### config.mk
export PLATFORM = sky130hd
export DESIGN_NAME = periph_bus_arbiter_flat
export DESIGN_NICKNAME = d
export VERILOG_FILES = /design/src/rtl/periph_bus_arbiter_if.sv /design/src/rtl/periph_bus_arbiter.sv /design/src/flat_wrapper.sv
export SDC_FILE = /design/constraint.sdc
export NUM_CORES = 1
export LEC_CHECK = 0
export BUFFER_PORTS_ARGS = -buffer_cell sky130_fd_sc_hd__buf_2
export CELL_PAD_IN_SITES_DETAIL_PLACEMENT = 1
export CELL_PAD_IN_SITES_GLOBAL_PLACEMENT = 2
export CORE_ASPECT_RATIO = 0.8
export CORE_MARGIN = 1.5
export CORE_UTILIZATION = 28
export CTS_CLUSTER_DIAMETER = 150
export DETAILED_ROUTE_END_ITERATION = 8
export PLACE_DENSITY = 0.88
export REMOVE_ABC_BUFFERS = 1
export SYNTH_ARGS = -nofsm -noshare
export SYNTH_HDL_FRONTEND = slang
export SYNTH_SLANG_ARGS = --single-unit
### constraint.sdc
create_clock -name clk -period 3.2 [get_ports clk]
set_input_delay 0.16 -clock clk [delete_from_list [all_inputs] [get_ports clk]]
set_output_delay 0.16 -clock clk [all_outputs]
set_load 0.05 [all_outputs]
### src/rtl/periph_bus_arbiter_if.sv
// periph_bus_arbiter_if
// Bundles the two requester handshakes (CPU load/store path = master 0,
// debug/loader port = master 1) together with the shared peripheral
// register bus.
//
// Signals:
//   mN_req/mN_we/mN_addr/mN_wd  request side of master N (held until mN_ack)
//   mN_ack/mN_err/mN_rd         one-cycle completion pulse, error flag, read data
//   A/WD/WE                     peripheral address, write data, write strobe
//   RD                          peripheral read data (combinational from A)
//
// Modports:
//   slave  - the arbiter's view (consumes requests, drives acks and the bus)
//   master - the requesters/peripheral view (drives requests and RD)
interface periph_bus_arbiter_if;
  logic        m0_req;
  logic        m0_we;
  logic [4:0]  m0_addr;
  logic [31:0] m0_wd;
  logic        m0_ack;
  logic        m0_err;
  logic [31:0] m0_rd;

  logic        m1_req;
  logic        m1_we;
  logic [4:0]  m1_addr;
  logic [31:0] m1_wd;
  logic        m1_ack;
  logic        m1_err;
  logic [31:0] m1_rd;

  logic [4:0]  A;
  logic [31:0] WD;
  logic        WE;
  logic [31:0] RD;

  modport slave (
    input  m0_req, m0_we, m0_addr, m0_wd,
    output m0_ack, m0_err, m0_rd,
    input  m1_req, m1_we, m1_addr, m1_wd,
    output m1_ack, m1_err, m1_rd,
    output A, WD, WE,
    input  RD
  );

  modport master (
    output m0_req, m0_we, m0_addr, m0_wd,
    input  m0_ack, m0_err, m0_rd,
    output m1_req, m1_we, m1_addr, m1_wd,
    input  m1_ack, m1_err, m1_rd,
    input  A, WD, WE,
    output RD
  );
endinterface

### src/rtl/periph_bus_arbiter.sv
// periph_bus_arbiter
// Two-master arbiter and sequencer for the peripheral register window.
// Each transaction takes IDLE -> ACCESS -> RESP: the winner's request is
// latched in IDLE, the shared bus is driven for exactly one ACCESS cycle,
// and the winner gets a one-cycle ack (with read data / error) in RESP.
// Undecoded addresses never raise WE and return err=1, rd=0.
//
// Parameters:
//   FIXED_PRIO  0 = round-robin on ties, 1 = master 0 always wins ties
// Ports:
//   clk    system clock, rising edge
//   reset  synchronous active-high reset
//   bus    periph_bus_arbiter_if.slave (both masters + peripheral bus)
module periph_bus_arbiter #(
  parameter bit FIXED_PRIO = 1'b0
) (
  input logic                  clk,
  input logic                  reset,
  periph_bus_arbiter_if.slave  bus
);

  typedef enum logic [1:0] {
    IDLE   = 2'd0,
    ACCESS = 2'd1,
    RESP   = 2'd2
  } state_t;

  state_t      r_state;
  logic        r_id;
  logic        r_we;
  logic        r_err;
  logic        r_lastGrant;
  logic [4:0]  r_busA;
  logic [31:0] r_busWd;
  logic        r_busWe;
  logic        r_m0Ack;
  logic        r_m0Err;
  logic [31:0] r_m0Rd;
  logic        r_m1Ack;
  logic        r_m1Err;
  logic [31:0] r_m1Rd;

  logic        w_anyReq;
  logic        w_pick1;
  logic [4:0]  w_selAddr;
  logic [31:0] w_selWd;
  logic        w_selWe;
  logic        w_selErr;
  logic [31:0] w_rdCapture;

  // Master 1 wins when it is the only requester, or on a tie in round-robin
  // mode when master 0 held the last grant.
  assign w_anyReq  = bus.m0_req | bus.m1_req;
  assign w_pick1   = bus.m1_req & (~bus.m0_req | (!FIXED_PRIO && !r_lastGrant));
  assign w_selAddr = w_pick1 ? bus.m1_addr : bus.m0_addr;
  assign w_selWd   = w_pick1 ? bus.m1_wd   : bus.m0_wd;
  assign w_selWe   = w_pick1 ? bus.m1_we   : bus.m0_we;

  // Decoded registers are the word-aligned addresses 0..24; 28 and every
  // unaligned address are holes in the window.
  assign w_selErr  = !((w_selAddr[1:0] == 2'b00) && (w_selAddr[4:2] != 3'b111));

  // Writes and errored accesses return zero so stale bus data never leaks.
  assign w_rdCapture = (r_err || r_we) ? 32'd0 : bus.RD;

  // Sequencer: all bus and ack outputs are registered here, so no request
  // input reaches A/WD/WE/ack combinationally.
  always_ff @(posedge clk) begin
    if (reset) begin
      r_state     <= IDLE;
      r_id        <= 1'b0;
      r_we        <= 1'b0;
      r_err       <= 1'b0;
      r_lastGrant <= 1'b1;
      r_busA      <= 5'd0;
      r_busWd     <= 32'd0;
      r_busWe     <= 1'b0;
      r_m0Ack     <= 1'b0;
      r_m0Err     <= 1'b0;
      r_m0Rd      <= 32'd0;
      r_m1Ack     <= 1'b0;
      r_m1Err     <= 1'b0;
      r_m1Rd      <= 32'd0;
    end else begin
      case (r_state)
        IDLE: begin
          if (w_anyReq) begin
            r_id    <= w_pick1;
            r_we    <= w_selWe;
            r_err   <= w_selErr;
            r_busA  <= w_selAddr;
            r_busWd <= w_selWd;
            r_busWe <= w_selWe & ~w_selErr;
            r_state <= ACCESS;
          end
        end
        ACCESS: begin
          // RD is sampled at the end of the single cycle A is on the bus.
          r_busA  <= 5'd0;
          r_busWd <= 32'd0;
          r_busWe <= 1'b0;
          if (r_id) begin
            r_m1Ack <= 1'b1;
            r_m1Err <= r_err;
            r_m1Rd  <= w_rdCapture;
          end else begin
            r_m0Ack <= 1'b1;
            r_m0Err <= r_err;
            r_m0Rd  <= w_rdCapture;
          end
          r_state <= RESP;
        end
        RESP: begin
          r_m0Ack     <= 1'b0;
          r_m0Err     <= 1'b0;
          r_m0Rd      <= 32'd0;
          r_m1Ack     <= 1'b0;
          r_m1Err     <= 1'b0;
          r_m1Rd      <= 32'd0;
          r_lastGrant <= r_id;
          r_state     <= IDLE;
        end
        default: begin
          r_state <= IDLE;
        end
      endcase
    end
  end

  assign bus.A      = r_busA;
  assign bus.WD     = r_busWd;
  assign bus.WE     = r_busWe;
  assign bus.m0_ack = r_m0Ack;
  assign bus.m0_err = r_m0Err;
  assign bus.m0_rd  = r_m0Rd;
  assign bus.m1_ack = r_m1Ack;
  assign bus.m1_err = r_m1Err;
  assign bus.m1_rd  = r_m1Rd;

endmodule

### src/flat_wrapper.sv
// flat-port wrapper written by rule: the top's interface ports become plain ports
module periph_bus_arbiter_flat 
#(
  parameter bit FIXED_PRIO = 1'b0
)
  (clk, reset, bus_m0_req, bus_m0_we, bus_m0_addr, bus_m0_wd, bus_m0_ack, bus_m0_err, bus_m0_rd, bus_m1_req, bus_m1_we, bus_m1_addr, bus_m1_wd, bus_m1_ack, bus_m1_err, bus_m1_rd, bus_A, bus_WD, bus_WE, bus_RD);
  periph_bus_arbiter_if bus_i ();
  input logic clk;
  input logic reset;
  input wire logic [$bits(bus_i.m0_req)-1:0] bus_m0_req;
  input wire logic [$bits(bus_i.m0_we)-1:0] bus_m0_we;
  input wire logic [$bits(bus_i.m0_addr)-1:0] bus_m0_addr;
  input wire logic [$bits(bus_i.m0_wd)-1:0] bus_m0_wd;
  output wire logic [$bits(bus_i.m0_ack)-1:0] bus_m0_ack;
  output wire logic [$bits(bus_i.m0_err)-1:0] bus_m0_err;
  output wire logic [$bits(bus_i.m0_rd)-1:0] bus_m0_rd;
  input wire logic [$bits(bus_i.m1_req)-1:0] bus_m1_req;
  input wire logic [$bits(bus_i.m1_we)-1:0] bus_m1_we;
  input wire logic [$bits(bus_i.m1_addr)-1:0] bus_m1_addr;
  input wire logic [$bits(bus_i.m1_wd)-1:0] bus_m1_wd;
  output wire logic [$bits(bus_i.m1_ack)-1:0] bus_m1_ack;
  output wire logic [$bits(bus_i.m1_err)-1:0] bus_m1_err;
  output wire logic [$bits(bus_i.m1_rd)-1:0] bus_m1_rd;
  output wire logic [$bits(bus_i.A)-1:0] bus_A;
  output wire logic [$bits(bus_i.WD)-1:0] bus_WD;
  output wire logic [$bits(bus_i.WE)-1:0] bus_WE;
  input wire logic [$bits(bus_i.RD)-1:0] bus_RD;
  assign bus_i.m0_req = bus_m0_req;
  assign bus_i.m0_we = bus_m0_we;
  assign bus_i.m0_addr = bus_m0_addr;
  assign bus_i.m0_wd = bus_m0_wd;
  assign bus_m0_ack = bus_i.m0_ack;
  assign bus_m0_err = bus_i.m0_err;
  assign bus_m0_rd = bus_i.m0_rd;
  assign bus_i.m1_req = bus_m1_req;
  assign bus_i.m1_we = bus_m1_we;
  assign bus_i.m1_addr = bus_m1_addr;
  assign bus_i.m1_wd = bus_m1_wd;
  assign bus_m1_ack = bus_i.m1_ack;
  assign bus_m1_err = bus_i.m1_err;
  assign bus_m1_rd = bus_i.m1_rd;
  assign bus_A = bus_i.A;
  assign bus_WD = bus_i.WD;
  assign bus_WE = bus_i.WE;
  assign bus_i.RD = bus_RD;
  periph_bus_arbiter #(.FIXED_PRIO(FIXED_PRIO)) u_core (.clk(clk), .reset(reset), .bus(bus_i));
endmodule
==> results of run 1 <==
[per-layer routing]
| layer | track usage (%) | part of all wire [%] |
|---|---|---|
| met4 | 7.205 | 2.6 |
| met5 | 0 | 0 |
| met3 | 4.141 | 4.2 |
| met1 | 20.90 | 42 |
| met2 | 32.85 | 51 |
[per-stage QoR]
stage | std cells | hold WS [ns] | setup WS (ns) | instance area [um^2]
final | 879 | 0.06048 | 0.9673 | 5948
after global routing | 879 | 0.05298 | 0.7143 | 5948
after CTS | 879 | 0.04274 | 0.8976 | 5948
after detailed placement | 863 | 0.4328 | 0.9099 | 5643
after global placement | 863 | 0.4237 | 1.165 | 5643
after floorplan | 420 | 0.2291 | 0.5054 | 4183
[cell usage in the layout (no fill, tap or decap), types with 2 or more instances in the layout]
| cell type | Yosys | final |
|---|---|---|
| buf_2 | 23 | 217 |
| nand3_1 | 126 | 126 |
| dfxtp_1 | 112 | 112 |
| a21oi_1 | 70 | 70 |
| mux2i_1 | 40 | 40 |
| o2bb2ai_1 | 37 | 37 |
| nand2_1 | 10 | 10 |
| buf_4 | 10 | 10 |
| clkbuf_16 | 0 | 9 |
| a311oi_1 | 3 | 3 |
| nor2_1 | 4 | 3 |
| o31ai_1 | 2 | 2 |
| inv_6 | 0 | 2 |
| clkinv_4 | 0 | 2 |
| clkinvlp_4 | 0 | 2 |
[cells by family (layout without fill, tap and decap cells)]
group,after synthesis,in the layout,synth area share [%]
simple gates,149,149,17.04
compound gates,117,117,17.18
mux,40,40,8.941
flops,112,112,50.07
buf+inv,50,246,6.761
[flip-flops by register name, indices dropped and copies added (netlist names), 2 cells and up]
register and cells:
u_core.bus.WD 32, u_core.bus.m1_rd 32, u_core.r_state 2, u_core.bus.A 5, u_core.bus.m0_rd 32
[final cells by class]
type	instances	area share [%]
clock buffer	9	3.786
clock inverter	7	1.346
inverter	2	0.1262
multi-input combinational	306	32.67
sequential	112	37.69
tap	215	4.523
timing repair buffer	228	19.86
[power by group through the flow]
stage | clock (mW) | combinational (mW) | sequential, mW
after floorplan | 0 | 0.199 | 1.77
after global placement | 0 | 0.665 | 1.54
after detailed placement | 0 | 0.689 | 1.54
after CTS | 1.20 | 0.690 | 1.51
after global routing | 1.25 | 0.730 | 1.52
final | 1.16 | 0.682 | 1.51
[worst max-delay path, cell delays in order (launching register included)]
cell,delay [ns]
dfxtp_1,0.44
nor2_2,0.26
nand3_1,0.81
buf_4,0.49
o2bb2ai_1,0.16
[how the worst min path moves through the flow]
stage | slack [ns] | startpoint | to | cells past startpoint
final | 0.06 | bus_RD[28] | u_core.bus.m0_rd[28] | 3
after global routing | 0.05 | bus_RD[5] | u_core.bus.m0_rd[5] | 3
after CTS | 0.04 | bus_RD[28] | u_core.bus.m0_rd[28] | 3
after detailed placement | 0.43 | bus_RD[5] | u_core.bus.m0_rd[5] | 3
after global placement | 0.42 | bus_RD[27] | u_core.bus.m1_rd[27] | 3
after floorplan | 0.23 | reset | u_core.bus.m0_err | 1
==> results_dict.tcl, run 1 <==
set metrics [dict create \
    syn_inst 468 \
    cts_hold_buf 0 \
    synth_edf_count 0 \
    die_w_um 144.4 \
    skew_ns 0.009673 \
    routed_via_density 5.001 \
    drt_first_pass_iters 4 \
    drt_wl_total_um 15190 \
    syn-cell-area_mm2 0.004478 \
    hold_path.class "in -> reg" \
    grt_max_degree 66 \
    power.leakage_nw 2.574 \
    critical_path_class "reg -> reg" \
    vias 4396 \
    grt_remaining_overflow 0 \
    crit_required_ns 3.48 \
    yosys_warnings 0 \
    worstMarginPinSlew_ns 1.112 \
    finalCoreUtilization_pct 37.89 \
    yosys.cell_types.count 30 \
    p_int_mw 2.270 \
    synth.area.top_cells "dfxtp_1 50%, nand3_1 14%, mux2i_1 8.9%, a21oi_1 7.8%, o2bb2ai_1 7.2%" \
    cts-resized-gates 0 \
    synth_top_area_share_pct 50.07 \
    power_switching_mw 1.086 \
    htreeDepth 3 \
    io_pins 218 \
    final.min_clock_period_ns 2.233 \
    fillers 1906 \
    cts_setup_buffers 0 \
    swShare_pct 32.37 \
    status "finished, final reports clean" \
    die_area_mm2 0.01677 \
    max_freq_mhz 447.9 \
    layout.nets 771 \
    total_power_mw 3.356 \
    report.final.slew_viol_count 0 \
    combinationalPowerShare_pct 20.3 \
    cp-end-kind "flip-flop" \
    start_util_pct 28.53 \
    yosysMostFrequentCell "nand3_1" \
    r2r-start "u_core.r_state[1]" \
    dp_hpwl_um 10540 \
    register_area_mm2 0.002242 \
    ant_nets 0 \
    crit_end "u_core.bus.WD[8]" \
    synth_common_cells "126 x nand3_1, 112 x dfxtp_1, 70 x a21oi_1, 40 x mux2i_1, 37 x o2bb2ai_1" \
    setup_viol 0 \
    yosysSeqAreaShare_pct 50.07 \
    cts_buffers 9 \
    port_buffers 217 \
    core_mm2 0.01570 \
    layout-drive-gt1-share_pct 37.80 \
    cts_sinks 112 \
    rr_worst_depth 4 \
    rsz0062_at_grt "false" \
    timing.rr.end "u_core.bus.WD[8]" \
    cts_tree "yes" \
    async_flop_share_pct 0 \
    worstPathArrival_ns 2.51 \
    drt_iter0_drc 176 \
    synth-seq-cells 112 \
    clk_pin_slew_ns 0.08 \
    grt_pass1_vias 4721 \
    grt_pass1_wl_um 23770 \
    ir_drop_mv 0.2373 \
    drv_cap 0 \
    antenna_cells 0 \
    maxSlewHeadroom_pct 25.67 \
    area_growth_pct 32.83 \
    wl_per_cell_um 17.28 \
    drc 0 \
    ys.flop_type "dfxtp_1" \
    critPathMaxFanout 28 \
    fp.dieH_um 116.1 \
    seqPwrFrac_pct 45.1 \
    clkLatencyLatePin_ns 0.35 \
    rows 41 \
    power_frac_clock_pct 34.6 \
    cp-start-kind "flip-flop" \
    power-per-cell-area_mw_per_mm2 564.2 \
    cts.path.max_buffers 2 \
    cts_root_buf "clkbuf_16" \
    hold_violations 0 \
    yosys.area.top_type "dfxtp_1" \
    min_period_over_period_pct 69.77 \
    synth.avg_cell_area_um2 9.568 \
    globalplace.congestion 0.7731 \
    grtUsageTotal_pct 18.18 \
    r2r_setup_slack_ns 0.97 \
    multiInputGateArea_mm2 0.001943 \
    fin_setup_tns_ns 0 \
    critPathLaunch "u_core.r_state[1]" \
    antenna_found_initial 0 \
]
Note: power is estimated with default switching activity, not from simulation.
==> run 2, diff against run 1 <==
--- a/config.mk
+++ b/config.mk
@@ -10,10 +10,10 @@
 export CELL_PAD_IN_SITES_GLOBAL_PLACEMENT = 2
 export CORE_ASPECT_RATIO = 0.8
 export CORE_MARGIN = 1.5
-export CORE_UTILIZATION = 28
+export CORE_UTILIZATION = 26
 export CTS_CLUSTER_DIAMETER = 150
 export DETAILED_ROUTE_END_ITERATION = 8
-export PLACE_DENSITY = 0.88
+export PLACE_DENSITY = 0.83
 export REMOVE_ABC_BUFFERS = 1
 export SYNTH_ARGS = -nofsm -noshare
 export SYNTH_HDL_FRONTEND = slang
==> constraint.sdc (replaced) <==
create_clock -name clk -period 2.3 [get_ports clk]
set_input_delay 0.115 -clock clk [delete_from_list [all_inputs] [get_ports clk]]
set_output_delay 0.115 -clock clk [all_outputs]
set_load 0.05 [all_outputs]
==> results_dict.tcl, run 2 (same netlist as run 1, synthesis figures left out) <==
set metrics [dict create \
    status "finished, final reports clean" \
    crit_required_ns 2.51 \
    path_buf_inv 1 \
    cts.path.max_buffers 2 \
    layout.nets 771 \
    drt_iter0_drc 259 \
    ant_nets 0 \
    power-per-cell-area_mw_per_mm2 791.9 \
    drv_cap 0 \
    cts-resized-gates 0 \
    dpl_cell_area_mm2 0.005687 \
    layout-drive-gt1-share_pct 37.80 \
    antenna_found_initial 0 \
    setup_viol 0 \
    final.min_clock_period_ns 1.775 \
    drc 0 \
    critical_path_class "reg -> reg" \
    hold_violations 0 \
    grt_remaining_overflow 0 \
    layout_common_cells "217 x buf_2, 126 x nand3_1, 112 x dfxtp_1" \
    slowest_stage "or3b_1" \
    p_int_mw 3.283 \
    grtUsageTotal_pct 16.43 \
    io_pins 218 \
    ir_drop_mv 0.3433 \
    cts_tree "yes" \
    mostFrequentLayoutCell "buf_2" \
    fin_setup_tns_ns 0 \
    cts_hold_buf 0 \
    fillers 2011 \
    multiInputGateArea_mm2 0.001943 \
    power_switching_mw 1.479 \
    drt_first_pass_iters 4 \
    hold_path.class "in -> reg" \
    port_buffers 217 \
    htreeDepth 3 \
    cts_setup_buffers 0 \
    critPathMaxFanout 23 \
    antenna_cells 0 \
    register_area_mm2 0.002242 \
    fp.dieH_um 120.4 \
    dp_hpwl_um 10460 \
    area_growth_pct 34.28 \
    place_inst 868 \
    clk_pin_slew_ns 0.08 \
    vias 4368 \
    globalplace.congestion 0.7961 \
    cts_buffers 9 \
    cts_root_buf "clkbuf_16" \
    skew_ns 0.007469 \
    clkLatencyLatePin_ns 0.35 \
    finish.instance_area_mm2 0.006013 \
    power.leakage_nw 2.604 \
    cp-end-kind "flip-flop" \
    start_util_pct 26.80 \
    crit_chain "or3b_1 > buf_4 > nand3_1 > a21oi_1" \
    cts_sinks 112 \
    min_period_over_period_pct 77.19 \
    finalCoreUtilization_pct 35.98 \
    die_w_um 149.7 \
    drt_wl_total_um 14720 \
    final_cells 884 \
    grt_pass1_wl_um 23370 \
    path_delay_family "simple AND/OR/NAND/NOR gates" \
    rows 42 \
    combinationalPowerShare_pct 20.0 \
    core_mm2 0.01671 \
    worstMarginPinSlew_ns 0.7181 \
    swShare_pct 31.06 \
    worstHoldPathCells 3 \
    routed_via_density 4.941 \
    die_area_mm2 0.01802 \
    grt_max_degree 66 \
    wl_per_cell_um 16.65 \
    power_frac_clock_pct 35.8 \
    maxSlewHeadroom_pct 52.13 \
    report.final.slew_viol_count 0 \
    critical_path.max_stage_delay_ns 0.59 \
    cp-start-kind "flip-flop" \
    rr_worst_depth 4 \
    worstPathArrival_ns 1.98 \
    grt_pass1_vias 4556 \
    seqPwrFrac_pct 44.2 \
    max_freq_mhz 563.3 \
    total_power_mw 4.762 \
    rsz0062_at_grt "false" \
    cp_num_cells 4 \
]
## run 2: cell count changes in the layout (fill, tap and decap cells not counted)
cell / previous run / this run
clkbuf_8: 0 / 4
buf_12: 1 / 4
clkinvlp_4: 2 / 1
clkinv_4: 2 / 0
inv_6: 2 / 1
buf_4: 10 / 7
## run 2: power groups by stage
stage          sequential, mW  combinational (mW)  clock (mW)
3_3_place_gp             2.14               0.946           0
3_5_place_dp             2.15               0.961           0
2_1_floorplan            2.46               0.277           0
4_1_cts                  2.11               0.961        1.75
5_1_grt                  2.12                1.02        1.83
6_report                 2.11               0.953        1.70
## run 2: per-layer routing
metal | global-route usage [%] | share of wire [%] | vias to the layer above
met2 | 27.48 | 48 | 135
met5 | 0 | 0 | -
li1 | - | - | 2100
met4 | 4.841 | 1.5 | 0
met1 | 20.55 | 45 | 2116
met3 | 4.566 | 6.2 | 17
## run 2: final timing paths
check	startpoint	endpoint	slack [ns]
setup / recovery	u_core.r_state[0]	u_core.bus.m0_rd[14]	0.52
hold / removal	bus_RD[8]	u_core.bus.m0_rd[8]	0.02
setup reg to reg	u_core.r_state[0]	u_core.bus.m0_rd[14]	0.52
hold reg to reg	u_core.bus.m1_rd[30]	u_core.bus.m1_rd[30]	0.45
## run 2: area by class of cell
| cell class | count | area share (%) |
|---|---|---|
| Clock buffer | 13 | 4.661 |
| Multi-Input combinational cell | 306 | 32.31 |
| Clock inverter | 3 | 0.7699 |
| Timing Repair Buffer | 228 | 20.27 |
| Tap cell | 220 | 4.578 |
| Sequential cell | 112 | 37.29 |
| Inverter | 2 | 0.1248 |
## run 2: per-stage QoR
step	setup slack, ns	hold WS (ns)
5_1_grt	0.3749	0.009261
4_1_cts	0.4844	0.002430
3_5_place_dp	0.5018	0.3852
3_3_place_gp	0.6050	0.3777
6_report	0.5247	0.01998
2_1_floorplan	-0.3946	0.1841
## run 2: worst min-delay path: cells and delay by family
family,cells,cell delay [ns]
AO/OA/AOI/OAI,1,0.05
buffers and inverters,1,0.11
AND/OR/NAND/NOR,1,0.06
==> run 3, diff against run 2 <==
--- a/config.mk
+++ b/config.mk
@@ -10,10 +10,10 @@
 export CELL_PAD_IN_SITES_GLOBAL_PLACEMENT = 2
 export CORE_ASPECT_RATIO = 0.8
 export CORE_MARGIN = 1.5
-export CORE_UTILIZATION = 26
+export CORE_UTILIZATION = 23
 export CTS_CLUSTER_DIAMETER = 150
 export DETAILED_ROUTE_END_ITERATION = 8
-export PLACE_DENSITY = 0.83
+export PLACE_DENSITY = 0.78
 export REMOVE_ABC_BUFFERS = 1
 export SYNTH_ARGS = -nofsm -noshare
 export SYNTH_HDL_FRONTEND = slang
==> constraint.sdc (replaced) <==
create_clock -name clk -period 1.5 [get_ports clk]
set_input_delay 0.075 -clock clk [delete_from_list [all_inputs] [get_ports clk]]
set_output_delay 0.075 -clock clk [all_outputs]
set_load 0.05 [all_outputs]
==> results_dict.tcl, run 3 (same netlist as run 1, synthesis figures left out) <==
set metrics [dict create \
    status "finished, final reports clean" \
    path_delay_family "compound AO/OA/AOI/OAI gates" \
    drc 0 \
    dpl_cell_area_mm2 0.005852 \
    dp_hpwl_um 11090 \
    rr_worst_depth 4 \
    die_w_um 159.0 \
    finalCoreUtilization_pct 36.31 \
    ant_nets 0 \
    grtUsageTotal_pct 16.30 \
    slowest_stage "mux2i_1" \
    cts_buffers 9 \
    path_buf_inv 1 \
    r2r_setup_slack_ns 0.09 \
    final.min_clock_period_ns 1.412 \
    io_pins 218 \
    layout_common_cells "217 x buf_2, 126 x nand3_1, 111 x dfxtp_1" \
    cts_root_buf "clkbuf_16" \
    hold_violations 0 \
    drt_iter0_drc 233 \
    hold_path.class "in -> reg" \
    crit_required_ns 1.80 \
    maxSlewHeadroom_pct 67.91 \
    ir_drop_mv 0.4635 \
    drt_first_pass_iters 4 \
    critical_path.max_stage_delay_ns 0.38 \
    fillers 2251 \
    cts_tree "yes" \
    r2r-start "u_core.r_lastGrant" \
    mostFrequentLayoutCell "buf_2" \
    cp_num_cells 4 \
    globalplace.congestion 0.7444 \
    worstMarginPinSlew_ns 0.4813 \
    min_period_over_period_pct 94.15 \
    layout.nets 855 \
    htreeDepth 3 \
    report.final.slew_viol_count 0 \
    rows 45 \
    routed_via_density 4.636 \
    layout-drive-gt1-share_pct 34.89 \
    crit_chain "a21boi_4 > buf_12 > mux2i_1 > a41o_1" \
    clkLatencyLatePin_ns 0.36 \
    drt_wl_total_um 16810 \
    core_mm2 0.01903 \
    fp.dieH_um 127.8 \
    skew_ns 0.009787 \
    critical_path_class "reg -> reg" \
    start_util_pct 23.53 \
    grt_pass1_wl_um 26320 \
    crit_end "u_core.r_err" \
    area_growth_pct 54.32 \
    port_buffers 217 \
    clk_pin_slew_ns 0.08 \
    finish.instance_area_mm2 0.006910 \
    critPathMaxFanout 21 \
    grt_pass1_vias 4963 \
    critPathLaunch "u_core.r_lastGrant" \
    cp-start-kind "flip-flop" \
    cts_sinks 112 \
    rsz0062_at_grt "false" \
    worstPathArrival_ns 1.71 \
    cp-end-kind "flip-flop" \
    setup_viol 0 \
    grt_max_degree 44 \
    timing.rr.end "u_core.r_err" \
    grt_remaining_overflow 0 \
    wl_per_cell_um 16.69 \
    cts.path.max_buffers 2 \
    die_area_mm2 0.02032 \
    drv_cap 0 \
    max_freq_mhz 708.1 \
    cts_setup_buffers 0 \
    antenna_found_initial 0 \
    vias 4668 \
    power-per-cell-area_mw_per_mm2 1070 \
    power.leakage_nw 2.967 \
]
run 3: metrics by stage:
stage,power (mW),hold WS [ns],setup TNS [ns],cells,worst slack (ns)
floorplan,4.193,0.1441,-92.25,420,-1.195
global placement,4.785,0.3402,0,915,0.07561
detailed placement,4.820,0.3514,0,915,0.06408
CTS,7.497,0.0003655,0,1004,0.04974
global route,7.741,0.01757,0,1006,0.005054
finish,7.391,0.005914,0,1007,0.08772
run 3: repair_timing:
item / 4_1_cts / 5_1_grt
resized for setup: 0 / 1
hold buffers: 73 / 2
endpoints found under the hold margin: 85 / 1
endpoints found under the setup margin: 0 / 26
run 3: area by class of cell:
| class | instances | area, um^2 | area share, % |
|---|---|---|---|
| Antenna cell | 1 | 2.502 | 0.03621 |
| Inverter | 2 | 7.507 | 0.1086 |
| Clock buffer | 9 | 225.2 | 3.259 |
| Timing Repair Buffer | 312 | 2087 | 30.20 |
| Tap cell | 258 | 322.8 | 4.671 |
| Clock inverter | 7 | 78.83 | 1.141 |
| Multi-Input combinational cell | 306 | 1943 | 28.12 |
| Sequential cell | 112 | 2243 | 32.46 |
run 3: layer usage:
metal	GRT usage [%]	up-vias	share of wire (%)
met5	0	-	0
met4	4.717	0	1.6
met3	5.467	21	6.5
met2	29.33	141	51
met1	18.36	2242	41
li1	-	2264	-
run 3: where the power goes:
group / switching (mW) / internal [mW]
Clock: 1.16 / 1.31
Combinational: 1.10 / 0.581
Sequential: 0.101 / 3.13
Total: 2.37 / 5.02
run 3: worst min path at each step:
| stage | from | end | slack [ns] | cells past startpoint |
|---|---|---|---|---|
| final | bus_m0_wd[3] | u_core.bus.WD[3] | 0.006 | 3 |
| after global placement | bus_m0_wd[4] | u_core.bus.WD[4] | 0.34 | 3 |
| after floorplan | reset | u_core.bus.m0_err | 0.14 | 1 |
| after detailed placement | bus_RD[1] | u_core.bus.m0_rd[1] | 0.35 | 3 |
| after global routing | bus_m0_wd[17] | u_core.bus.WD[17] | 0.02 | 3 |
| after CTS | bus_m0_wd[2] | u_core.bus.WD[2] | 0.0004 | 3 |
run 3: tightest hold or removal path, stage by stage:
cell       delay (ns)
buf_2            0.08
mux2i_1          0.06
o2bb2ai_1        0.11
